[config.mk]
export PLATFORM = sky130hd
export DESIGN_NAME = pc_sequencer
export DESIGN_NICKNAME = d
export VERILOG_FILES = /design/src/rtl/pc_sequencer.sv
export SDC_FILE = /design/constraint.sdc
export NUM_CORES = 1
export LEC_CHECK = 0
export BUFFER_PORTS_ARGS = -buffer_cell sky130_fd_sc_hd__buf_2
export CORE_AREA = 4 4 95 132
export DETAILED_ROUTE_END_ITERATION = 10
export DIE_AREA = 0 0 99 136
export PLACE_DENSITY = 0.68
export SLEW_MARGIN = 0
export SYNTH_ARGS = -nofsm -noshare
export SYNTH_HDL_FRONTEND = slang
export SYNTH_SLANG_ARGS = --single-unit
[constraint.sdc]
create_clock -name clk -period 5.3 [get_ports clk]
set_input_delay 0.795 -clock clk [delete_from_list [all_inputs] [get_ports clk]]
set_output_delay 0.795 -clock clk [all_outputs]
set_load 0.02 [all_outputs]
[src/rtl/pc_sequencer.sv]
// pc_sequencer: next-PC controller for the fetch stage.
// Owns the PC register and selects each cycle between:
//   - sequential increment
//   - hold on stall
//   - branch redirect from EX
//   - jump redirect from ID
// A redirect seen during a stall is parked in a one-entry pending buffer and
// applied when the stall releases.
// Optional feature macro: PC_SEQ_TRAP_EN adds a top-priority trap redirect
// (trap_valid_i, epc_o, TRAP_VECTOR).

`ifndef PC_WIDTH
`define PC_WIDTH 32
`endif

module pc_sequencer #(
    parameter int                    PC_WIDTH    = `PC_WIDTH,
    parameter logic [PC_WIDTH-1:0]   RESET_PC    = '0,
`ifdef PC_SEQ_TRAP_EN
    parameter logic [PC_WIDTH-1:0]   TRAP_VECTOR = PC_WIDTH'('h10),
`endif
    parameter int                    PC_STEP     = 1
) (
    input  logic                clk,
    input  logic                rst,
    input  logic                stall_i,
    input  logic                br_valid_i,
    input  logic [PC_WIDTH-1:0] br_target_i,
    input  logic                jmp_valid_i,
    input  logic [PC_WIDTH-1:0] jmp_target_i,
`ifdef PC_SEQ_TRAP_EN
    input  logic                trap_valid_i,
    output logic [PC_WIDTH-1:0] epc_o,
`endif
    output logic [PC_WIDTH-1:0] pc_o,
    output logic                pc_valid_o,
    output logic                flush_if_o,
    output logic                flush_id_o,
    output logic                redirect_o
);

    typedef enum logic [1:0] {
        BOOT = 2'd0,
        RUN  = 2'd1,
        HOLD = 2'd2,
        PEND = 2'd3
    } state_t;

    state_t              r_state;
    logic [PC_WIDTH-1:0] r_pc;
    logic                r_pc_valid;
    logic [PC_WIDTH-1:0] r_pend_target;
    logic                r_pend_is_br;
`ifdef PC_SEQ_TRAP_EN
    logic [PC_WIDTH-1:0] r_epc;
`endif

    logic                w_apply_br;
    logic                w_apply_jmp;
    logic                w_trap;
    logic [PC_WIDTH-1:0] w_target;

    // Decide which redirect (if any) is applied this cycle and its target.
    // BOOT and reset suppress everything; during PEND a live branch beats the
    // parked entry, which in turn beats a live jump.
    always_comb begin
        w_apply_br  = 1'b0;
        w_apply_jmp = 1'b0;
        w_trap      = 1'b0;
        w_target    = r_pc;
        if (!rst) begin
            case (r_state)
                RUN, HOLD: begin
                    if (!stall_i) begin
                        if (br_valid_i) begin
                            w_apply_br = 1'b1;
                            w_target   = br_target_i;
                        end else if (jmp_valid_i) begin
                            w_apply_jmp = 1'b1;
                            w_target    = jmp_target_i;
                        end
                    end
                end
                PEND: begin
                    if (!stall_i) begin
                        if (br_valid_i) begin
                            w_apply_br = 1'b1;
                            w_target   = br_target_i;
                        end else if (r_pend_is_br) begin
                            w_apply_br = 1'b1;
                            w_target   = r_pend_target;
                        end else begin
                            w_apply_jmp = 1'b1;
                            w_target    = r_pend_target;
                        end
                    end
                end
                default: ;
            endcase
`ifdef PC_SEQ_TRAP_EN
            // Trap ignores stall and overrides any branch/jump choice.
            if (trap_valid_i && r_state != BOOT) begin
                w_trap      = 1'b1;
                w_apply_br  = 1'b0;
                w_apply_jmp = 1'b0;
                w_target    = TRAP_VECTOR;
            end
`endif
        end
    end

    assign flush_if_o = w_apply_br | w_apply_jmp | w_trap;
    assign flush_id_o = w_apply_br | w_trap;
    assign redirect_o = w_apply_br | w_apply_jmp | w_trap;

    // State machine: PC register, valid qualifier and pending redirect buffer.
    always_ff @(posedge clk) begin
        if (rst) begin
            r_state       <= BOOT;
            r_pc          <= RESET_PC;
            r_pc_valid    <= 1'b0;
            r_pend_target <= '0;
            r_pend_is_br  <= 1'b0;
`ifdef PC_SEQ_TRAP_EN
            r_epc         <= '0;
`endif
        end else begin
            case (r_state)
                BOOT: begin
                    r_state    <= RUN;
                    r_pc_valid <= 1'b1;
                end
                RUN, HOLD: begin
                    if (stall_i) begin
                        if (br_valid_i) begin
                            r_pend_target <= br_target_i;
                            r_pend_is_br  <= 1'b1;
                            r_state       <= PEND;
                        end else if (jmp_valid_i) begin
                            r_pend_target <= jmp_target_i;
                            r_pend_is_br  <= 1'b0;
                            r_state       <= PEND;
                        end else begin
                            r_state <= HOLD;
                        end
                    end else begin
                        if (w_apply_br || w_apply_jmp) begin
                            r_pc <= w_target;
                        end else begin
                            r_pc <= r_pc + PC_WIDTH'(PC_STEP);
                        end
                        r_state <= RUN;
                    end
                end
                PEND: begin
                    if (stall_i) begin
                        // A younger jump must not displace an older branch.
                        if (br_valid_i) begin
                            r_pend_target <= br_target_i;
                            r_pend_is_br  <= 1'b1;
                        end else if (jmp_valid_i && !r_pend_is_br) begin
                            r_pend_target <= jmp_target_i;
                        end
                    end else begin
                        r_pc          <= w_target;
                        r_pend_target <= '0;
                        r_pend_is_br  <= 1'b0;
                        r_state       <= RUN;
                    end
                end
                default: r_state <= BOOT;
            endcase
`ifdef PC_SEQ_TRAP_EN
            if (w_trap) begin
                r_epc         <= r_pc;
                r_pc          <= TRAP_VECTOR;
                r_pend_target <= '0;
                r_pend_is_br  <= 1'b0;
                r_state       <= RUN;
            end
`endif
        end
    end

    assign pc_o       = r_pc;
    assign pc_valid_o = r_pc_valid;
`ifdef PC_SEQ_TRAP_EN
    assign epc_o      = r_epc;
`endif

endmodule

==> results of run 1 <==
-- cell usage in the layout (no fill, tap or decap), types with 5 or more instances in the layout --
master     synthesis  layout
buf_2             10     104
nand2_1           83      83
a21oi_1           75      75
dfxtp_1           68      68
nor2_1            53      53
o21ai_0           43      43
mux2i_1           43      43
a211oi_1          27      27
mux2_2            23      23
nand3_1           17      17
nor3_1            17      17
a31oi_1           12      12
o211ai_1          12      12
nand4_1           11      11
or3_1             10      10
clkbuf_16          0       9
buf_4              1       8
inv_1              7       7
o32a_1             5       5
nand2b_1           5       5
-- worst register-to-register path, stage by stage, from the launching register on --
cell and delay (ns):
dfxtp_1 0.37, inv_1 0.08, ha_1 0.46, nor4b_2 0.47
a21o_1 0.83, nand2_1 0.40, or3_1 0.45, o311ai_1 0.08
-- power by group --
| group | total (mW) | internal [mW] | switching, mW | leakage [nW] |
|---|---|---|---|---|
| clock network | 0.610 | 0.377 | 0.233 | 0.153 |
| logic | 0.279 | 0.109 | 0.171 | 1.56 |
| registers | 0.564 | 0.538 | 0.0257 | 0.553 |
| total | 1.45 | 1.02 | 0.429 | 2.27 |
-- sequential cells by signal, summed over array words and instances (netlist names) --
register	cells
pc_o	32
r_pend_target	32
r_state	2
pc_valid_o	1
r_pend_is_br	1
-- path summary, 6_finish.rpt --
path / endpoint / slack [ns] / startpoint / cells past startpoint
hold / removal: pc_valid_o / 0.47 / pc_valid_o / 2
setup reg to reg: pc_o[27] / 2.08 / r_state[0] / 7
hold reg to reg: pc_valid_o / 0.47 / pc_valid_o / 2
setup / recovery: pc_o[27] / 2.01 / jmp_valid_i / 6
-- per-layer routing --
layer | up-vias | GRT usage, % | wire, um
met5 | - | 0 | 0
met4 | 0 | 11.9 | 580
met3 | 44 | 3.95 | 1220
met2 | 259 | 38.6 | 7510
met1 | 2481 | 28.5 | 6430
li1 | 2445 | - | -
-- kinds of logic after synthesis --
| group | count (synthesis) | share of synthesized area, % |
|---|---|---|
| buffers and inverters | 67 | 6.27 |
| adder cells (fa/ha/maj) | 4 | 1.07 |
| multiplexers | 66 | 14.8 |
| AO/OA/AOI/OAI | 206 | 27.3 |
| AND/OR/NAND/NOR | 217 | 21.4 |
| flip-flops | 68 | 29.1 |
-- cell usage after synthesis, drive strengths merged (2+ instances only) --
cell type | count | area share [%]
and3 | 4 | 0.54
a32oi | 2 | 0.38
clkbuf | 39 | 3.2
nor3 | 17 | 1.8
or2 | 2 | 0.27
o32ai | 2 | 0.38
nand2 | 83 | 6.7
a31oi | 12 | 1.6
a21oi | 76 | 8.2
mux2i | 43 | 9.2
and4 | 3 | 0.56
ha | 4 | 1.1
a211oi | 27 | 4.3
o31ai | 3 | 0.59
nor2 | 53 | 4.3
mux2 | 23 | 5.5
dfxtp | 68 | 29
nand2b | 5 | 0.67
buf | 19 | 2.4
and2 | 2 | 0.27
nor2b | 3 | 0.40
o21ai | 43 | 4.6
a41oi | 3 | 0.56
nand4 | 11 | 1.5
nand3 | 17 | 1.8
or3 | 10 | 1.3
o22ai | 3 | 0.40
o311ai | 4 | 0.75
o32a | 5 | 1.1
o211ai | 12 | 1.9
a21o | 3 | 0.48
or4 | 2 | 0.32
inv | 8 | 0.64
-- cell type report --
type,count,area (um^2)
Fill cell,1117,5820
Multi-Input combinational cell,493,3040
Sequential cell,68,1360
Timing Repair Buffer,113,601
Clock buffer,10,239
Tap cell,144,180
Clock inverter,6,62.6
Inverter,9,33.8
==> impl_metrics.yaml, run 1 <==
sta:
  setup-violations-final: 0
  whs_ns: 0.472
  tightest_slew_ns: 1.25
  hold_violations: 0
  slew_headroom_pct: 16.7
  fin_crit_sh_pct: 62.1
  period_minus_slack_ns: 3.29
  skew_ns: 0.00553
  setup_tns_ns: 0
  maxSlewViolCount: 0
  rsz0062_at_grt: "false"
  fmax_mhz: 304
  finalWorstSetupSlack_ns: 2.01
cts:
  postCtsHoldBufs: 0
  cts_tree: "done"
  post-cts-setup-buffers: 0
  clockBufferDepth: 2
  h-tree-depth: 3
  cts_sinks: 68
  numCtsBuffers: 9
  cts_resized: 0
  clk_pin_slew_ns: 0.06
  cts_root_buf: "clkbuf_16"
  clock_latency_ns: 0.33
final_layout:
  post-route-util_pct: 48.6
  stdcell_count: 843
  drive_gt1_share_pct: 23.2
  syn_to_final_growth_pct: 18.1
  final_nets: 767
  n_antenna_cell: 0
  fin_area_um2: 5520
grt:
  antenna_found_initial: 0
  grt_pass1_wl_mm: 25.4
  gr-total-overflow: 0
  grt_max_degree: 75
  grt_pass1_vias: 5113
  grt_util_all_layers_pct: 23.2
critical_path:
  worstPathCellList: "buf_2 -> or2_1 -> a21o_1 -> nand2_1 -> or3_1 -> o311ai_1"
  start_kind: "input port"
  critPathCaptureType: "flip-flop"
  cp.required_ns: 5.54
  worst_ep_arrival_time_ns: 3.54
  critPathMaxStageDelay_ns: 0.78
  crit_fanout: 35
  slowest_stage: "a21o_1"
  path_buf_inv: 1
  worstSetupPathType: "in2reg"
  cp_top_family: "simple AND/OR/NAND/NOR gates"
routing:
  wl_per_cell_um: 18.7
  drc: 0
  ant_nets: 0
  wl_mm: 15.7
  drt_iter0_markers: 330
  dr.pass1.iters: 7
  vias: 5229
  avgViaCountPerCell: 6.20
power_and_ir_drop:
  power.leakage_nw: 2.27
  ir_drop_mv: 0.159
  powerDensity_nw_per_um2: 263
  power.total_mw: 1.45
worst_hold_path:
  min_path_type: "reg2reg"
synth:
  ys.warnings.count: 0
  avgSynthCellArea_um2: 7.44
  syn_nets: 701
  synth-seq-cells: 68
  ys_seq_area_share_pct: 29.1
  synth_ff_type: "dfxtp_1"
  synth-edff-count: 0
  synth.cell_area_um2: 4670
  synth_cell_types: 59
  async_flop_share_pct: 0
  postSynthCellCount: 628
flow_run:
  maxCapViolations: 0
die:
  die_w_um: 99
  start_util_pct: 41.2
  die-height_um: 136
  die-area_um2: 13500
  coreArea_um2: 11300
  num_rows: 46
  io_pins: 105
status:
  outcome: "finished clean"
place:
  portBuffers: 104
  dp_slack_ns: 1.73
  numPlacedInstances: 827
  gp_congestion: 0.880
  dpl.hpwl_mm: 10.6
  placed_area_um2: 5210
Note: power is estimated with default switching activity, not from simulation.
==> run 2: changes to the inputs <==
--- a/config.mk
+++ b/config.mk
@@ -5,11 +5,12 @@
 export SDC_FILE = /design/constraint.sdc
 export NUM_CORES = 1
 export LEC_CHECK = 0
+export ABC_AREA = 1
 export BUFFER_PORTS_ARGS = -buffer_cell sky130_fd_sc_hd__buf_2
-export CORE_AREA = 4 4 95 132
+export CORE_AREA = 4 4 101 141
 export DETAILED_ROUTE_END_ITERATION = 10
-export DIE_AREA = 0 0 99 136
-export PLACE_DENSITY = 0.68
+export DIE_AREA = 0 0 105 145
+export PLACE_DENSITY = 0.67
 export SLEW_MARGIN = 0
 export SYNTH_ARGS = -nofsm -noshare
 export SYNTH_HDL_FRONTEND = slang
==> constraint.sdc (replaced) <==
create_clock -name clk -period 3.1 [get_ports clk]
set_input_delay 0.465 -clock clk [delete_from_list [all_inputs] [get_ports clk]]
set_output_delay 0.465 -clock clk [all_outputs]
set_load 0.02 [all_outputs]
==> run 2 against run 1 <==
  * Sequential cell count is the same
  * Die area rose by 13%
  * Core utilization decreased by 0.98 points
  * First-iteration DRC count increased by 30%
  * Combinational power up 93%
  * Final cell count increased by 40%
  * Non-clock buffer count grew 2
  * Worst setup slack worse by 1.4 ns
  * Hold slack worse by 0.016 ns
  * Critical endpoint is now r_pend_target[12]
==> impl_metrics.yaml, run 2 <==
routing:
  avgViaCountPerCell: 5.10
  wl_per_cell_um: 15.0
  dr.pass1.iters: 6
  drt_iter0_markers: 429
  drc: 0
  ant_nets: 0
  vias: 6000
  wl_mm: 17.7
cts:
  cts_tree: "done"
  cts_root_buf: "clkbuf_16"
  cts_resized: 0
  clock_latency_ns: 0.33
  clockBufferDepth: 2
  numCtsBuffers: 9
  cts_sinks: 68
  clk_pin_slew_ns: 0.05
  postCtsHoldBufs: 0
  h-tree-depth: 3
  post-cts-setup-buffers: 0
synth:
  synth-edff-count: 0
  synthXorXnorAreaFrac_pct: 1.15
  synth_cell_types: 31
  synth.cell_area_um2: 5330
  yosys.area.top_type_share_pct: 25.6
  ys_seq_area_share_pct: 25.6
  yosys-top-cells-count: "nand2_1 (318), inv_1 (117), nor2_1 (95), a21oi_1 (83), nand3_1 (78)"
  async_flop_share_pct: 0
  synth-seq-cells: 68
  synthMuxAreaShare_pct: 0
  synth_top_family_by_area: "simple AND/OR/NAND/NOR gates"
  synth_ff_type: "dfxtp_1"
  avgSynthCellArea_um2: 5.62
  synth.most_common_cell: "nand2_1"
  synth_compound_area_share_pct: 19.3
  synth_area_leader_cell: "dfxtp_1"
  synthAdderAreaFrac_pct: 0.940
  synth_area_leaders: "dfxtp_1 (26%), nand2_1 (22%), inv_1 (8.2%)"
  postSynthCellCount: 948
  synth-simple-area-share_pct: 39.3
  syn_nets: 1021
  ys.warnings.count: 0
sta:
  fmax_mhz: 407
  hold_violations: 0
  period_minus_slack_ns: 2.45
  setup_tns_ns: 0
  setup-violations-final: 0
  maxSlewViolCount: 0
  tightest_slew_ns: 0.777
  fin_crit_sh_pct: 79.2
  skew_ns: 0.00434
  finalWorstSetupSlack_ns: 0.646
  slew_headroom_pct: 48.1
  rsz0062_at_grt: "false"
final_layout:
  most-common-layout-cells: "nand2_1 (318), inv_1 (117), buf_2 (104)"
  syn_to_final_growth_pct: 15.2
  final_nets: 1094
  mostFrequentLayoutCell: "nand2_1"
  fill_cells: 1430
  drive_gt1_share_pct: 13.9
  n_antenna_cell: 0
  stdcell_count: 1177
place:
  gp_congestion: 0.909
  dpl.hpwl_mm: 13.2
  numPlacedInstances: 1163
  dp_slack_ns: 0.674
  portBuffers: 104
critical_path:
  cp-startpoint: "r_state[1]"
  crit_fanout: 33
  worstSetupPathType: "reg2reg"
  worst_ep_arrival_time_ns: 2.70
  worstPathCellList: "ha_1 -> nand2_1 -> clkinv_1 -> nand2_1 -> o21ai_4 -> buf_4 -> nor2_1 -> a211oi_1"
  reg2reg_to: "r_pend_target[12]"
  slowest_stage: "o21ai_4"
  critPathCaptureType: "flip-flop"
  cp.required_ns: 3.34
  critPathMaxStageDelay_ns: 0.64
  start_kind: "flip-flop"
  r2r_cells: 8
  endpoint: "r_pend_target[12]"
  critical_path.most_common_cell: "nand2_1"
  rr_startpoint: "r_state[1]"
  r2r_setup_slack_ns: 0.65
status:
  outcome: "finished clean"
power_and_ir_drop:
  power.total_mw: 2.55
  power.leakage_nw: 2.71
  powerDensity_nw_per_um2: 416
  ir_drop_mv: 0.209
grt:
  grt_pass1_wl_mm: 28.1
  gr-total-overflow: 0
  grt_util_all_layers_pct: 22.8
  grt_pass1_vias: 5449
  antenna_found_initial: 0
  grt_max_degree: 67
die:
  num_rows: 49
  io_pins: 105
  die_w_um: 105
  coreArea_um2: 12900
  start_util_pct: 41.4
  die-height_um: 145
  die-area_um2: 15200
flow_run:
  maxCapViolations: 0
worst_hold_path:
  min_path_type: "reg2reg"
## run 2: changes by cell type after synthesis, moves of 10 or more
cell,before,now
o211ai_1,12,2
mux2i_1,43,0
nor3_1,17,1
or3_1,10,0
inv_1,7,117
clkbuf_1,37,24
nand3_1,17,78
mux2_2,23,0
nand3b_1,0,10
nor2_1,53,95
nand2_1,83,318
o21ai_0,43,61
a31oi_1,12,2
## run 2: layout make-up
cell class | instances | area [um^2] | area share (%)
Clock buffer | 12 | 256 | 4.18
Clock inverter | 2 | 35.0 | 0.571
Timing Repair Buffer | 115 | 603 | 9.83
Multi-Input combinational cell | 706 | 3230 | 52.7
Sequential cell | 68 | 1360 | 22.2
Inverter | 121 | 455 | 7.42
Tap cell | 153 | 191 | 3.12
## run 2: metal layers
metal | track usage, % | wire, um
met5 | 0 | 0
met4 | 8.21 | 452
met1 | 31.3 | 7790
met3 | 3.38 | 1190
met2 | 36.2 | 8240
## run 2: worst min-delay path by stage
| stage | start | slack (ns) | depth (start not counted) | to |
|---|---|---|---|---|
| after floorplan | r_pend_target[10] | 0.43 | 2 | r_pend_target[10] |
| after global placement | r_pend_target[9] | 0.45 | 2 | r_pend_target[9] |
| after detailed placement | r_pend_target[14] | 0.45 | 2 | r_pend_target[14] |
| after CTS | r_pend_target[6] | 0.46 | 2 | r_pend_target[6] |
| after global routing | r_pend_target[29] | 0.48 | 2 | r_pend_target[29] |
| final | r_pend_target[29] | 0.46 | 2 | r_pend_target[29] |
## run 2: cell families after synthesis
kind of cell	count (synthesis)
adders and majority gates	4
AOI/OAI and AO/OA	184
xor gates and xnor gates	7
and+or+nand+nor	511
DFF	68
buffers and inverters	174
## run 2: through the flow
stage               util, %  hold slack (ns)  cell area (um^2)
floorplan                 -            0.434              5330
global placement       45.4            0.446              5850
detailed placement     45.4            0.446              5850
CTS                    47.7            0.456              6140
global route           47.7            0.477              6140
finish                 47.7            0.457              6140
## run 2: critical path, delay by kind of cell (launching register included)
family | cells | cell delay, ns
compound gates | 2 | 0.82
buf+inv | 2 | 0.52
fa+ha+maj | 1 | 0.40
flops | 1 | 0.34
simple gates | 3 | 0.27
## run 2: report_power, final
part	total, mW	switching [mW]	internal [mW]
registers	0.983	0.0449	0.938
logic	0.539	0.353	0.186
clock network	1.03	0.376	0.656
==> run 3: changes to the inputs <==
==> constraint.sdc (replaced) <==
create_clock -name clk -period 2.5 [get_ports clk]
set_input_delay 0.375 -clock clk [delete_from_list [all_inputs] [get_ports clk]]
set_output_delay 0.375 -clock clk [all_outputs]
set_load 0.02 [all_outputs]
==> run 3 against run 2 <==
  * Register-to-register slack got worse by 0.28 ns
  * Critical endpoint is now flush_if_o
  * First-iteration DRC count is 6.8% higher
  * Sequential cell count stayed put
  * Combinational power grew 26%
==> impl_metrics.yaml, run 3 (synthesized netlist as in run 2, its figures left out) <==
grt:
  use_met1_pct: 29.5
  met3_usage_pct: 3.38
  gr-total-overflow: 0
  grt_util_all_layers_pct: 22.3
  gr-usage-met2_pct: 35.9
  antenna_found_initial: 0
  grt_pass1_wl_mm: 27.7
  busiest_layer: "met2"
  grt_pass1_vias: 5441
  grt_max_degree: 67
cts:
  post-cts-setup-buffers: 0
  cts_sinks: 68
  clockBufferDepth: 2
  clock_latency_ns: 0.34
  clk_pin_slew_ns: 0.05
  cts_resized: 0
  postCtsHoldBufs: 0
  h-tree-depth: 3
  numCtsBuffers: 9
  cts_root_buf: "clkbuf_16"
  cts_tree: "done"
final_layout:
  drive_gt1_share_pct: 14.2
  syn_to_final_growth_pct: 16.7
  fill_cells: 1378
  n_antenna_cell: 0
  stdcell_count: 1185
  most-common-layout-cells: "nand2_1 (318), inv_1 (117), buf_2 (104)"
  final_nets: 1100
  mostFrequentLayoutCell: "nand2_1"
sta:
  rsz0062_at_grt: "false"
  skew_ns: 0.00936
  slew_headroom_pct: 49.6
  maxSlewViolCount: 0
  setup_tns_ns: 0
  tightest_slew_ns: 0.755
  fin_crit_sh_pct: 87.5
  fmax_mhz: 457
  period_minus_slack_ns: 2.19
  hold_violations: 0
  setup-violations-final: 0
place:
  numPlacedInstances: 1169
  gp_congestion: 0.932
  dpl.hpwl_mm: 13.3
  portBuffers: 104
routing:
  drc: 0
  wl_mm: 17.6
  drt_iter0_markers: 458
  vias: 6119
  ant_nets: 0
  wl_per_cell_um: 14.8
  dr.pass1.iters: 6
  avgViaCountPerCell: 5.16
die:
  io_pins: 105
  die-area_um2: 15200
  start_util_pct: 41.4
  num_rows: 49
  coreArea_um2: 12900
  die_w_um: 105
  die-height_um: 145
critical_path:
  cp.required_ns: 2.12
  critPathCaptureType: "output pin"
  worstSetupPathType: "reg2out"
  crit_fanout: 9
  worst_ep_arrival_time_ns: 1.81
  start_kind: "flip-flop"
power_and_ir_drop:
  powerDensity_nw_per_um2: 514
  power.total_mw: 3.19
  ir_drop_mv: 0.300
  power.leakage_nw: 2.75
status:
  outcome: "finished clean"
flow_run:
  maxCapViolations: 0
worst_hold_path:
  min_path_type: "in2reg"
==> run 3: cell types whose count changed in the layout (fill, tap and decap cells not counted) <==
cell	change
buf_4	+4
clkbuf_1	+3
buf_12	+2
clkinv_2	-1
==> run 3: routing by layer <==
layer / part of all wire (%) / vias to the layer above
met5: 0 / -
met4: 4.0 / 0
met3: 5.7 / 43
met2: 46 / 215
met1: 44 / 2690
li1: - / 3171
==> run 3: layout make-up <==
| cell class | instances | area, um^2 | area share (%) |
|---|---|---|---|
| multi-input cells | 706 | 3230 | 52.1 |
| clock buffers | 15 | 268 | 4.31 |
| repair buffers | 121 | 673 | 10.8 |
| well taps | 153 | 191 | 3.08 |
| inverters | 121 | 455 | 7.33 |
| flip-flops and latches | 68 | 1360 | 21.9 |
| clock inverters | 1 | 30.0 | 0.483 |
==> run 3: where the power goes <==
part	total (mW)	switching [mW]	internal (mW)	leakage [nW]
clock	1.29	0.462	0.828	0.144
combinational	0.681	0.441	0.241	2.05
sequential	1.22	0.0562	1.16	0.556
==> run 3: critical path: stages, from the launching register on <==
cell,delay [ns]
dfxtp_1,0.34
ha_1,0.39
nor2_1,0.13
a21oi_1,0.17
nand2_2,0.11
nand2_2,0.15
buf_2,0.19
==> run 3: path summary, 6_finish.rpt <==
path | depth (start not counted) | endpoint | start | slack, ns
min | 5 | r_pend_target[0] | jmp_target_i[0] | 0.44
min reg2reg | 2 | r_pend_target[5] | r_pend_target[5] | 0.46
max | 6 | flush_if_o | r_state[1] | 0.31
max reg2reg | 9 | pc_o[10] | r_state[1] | 0.37
==> run 3: per-stage QoR <==
step	area [um^2]	util, %	hold slack (ns)	setup slack (ns)
2_1_floorplan	5330	-	0.434	0.733
3_3_place_gp	5920	45.9	0.446	0.476
3_5_place_dp	5920	45.9	0.446	0.450
4_1_cts	6210	48.3	0.435	0.298
5_1_grt	6210	48.3	0.470	0.0774
6_report	6210	48.3	0.445	0.311
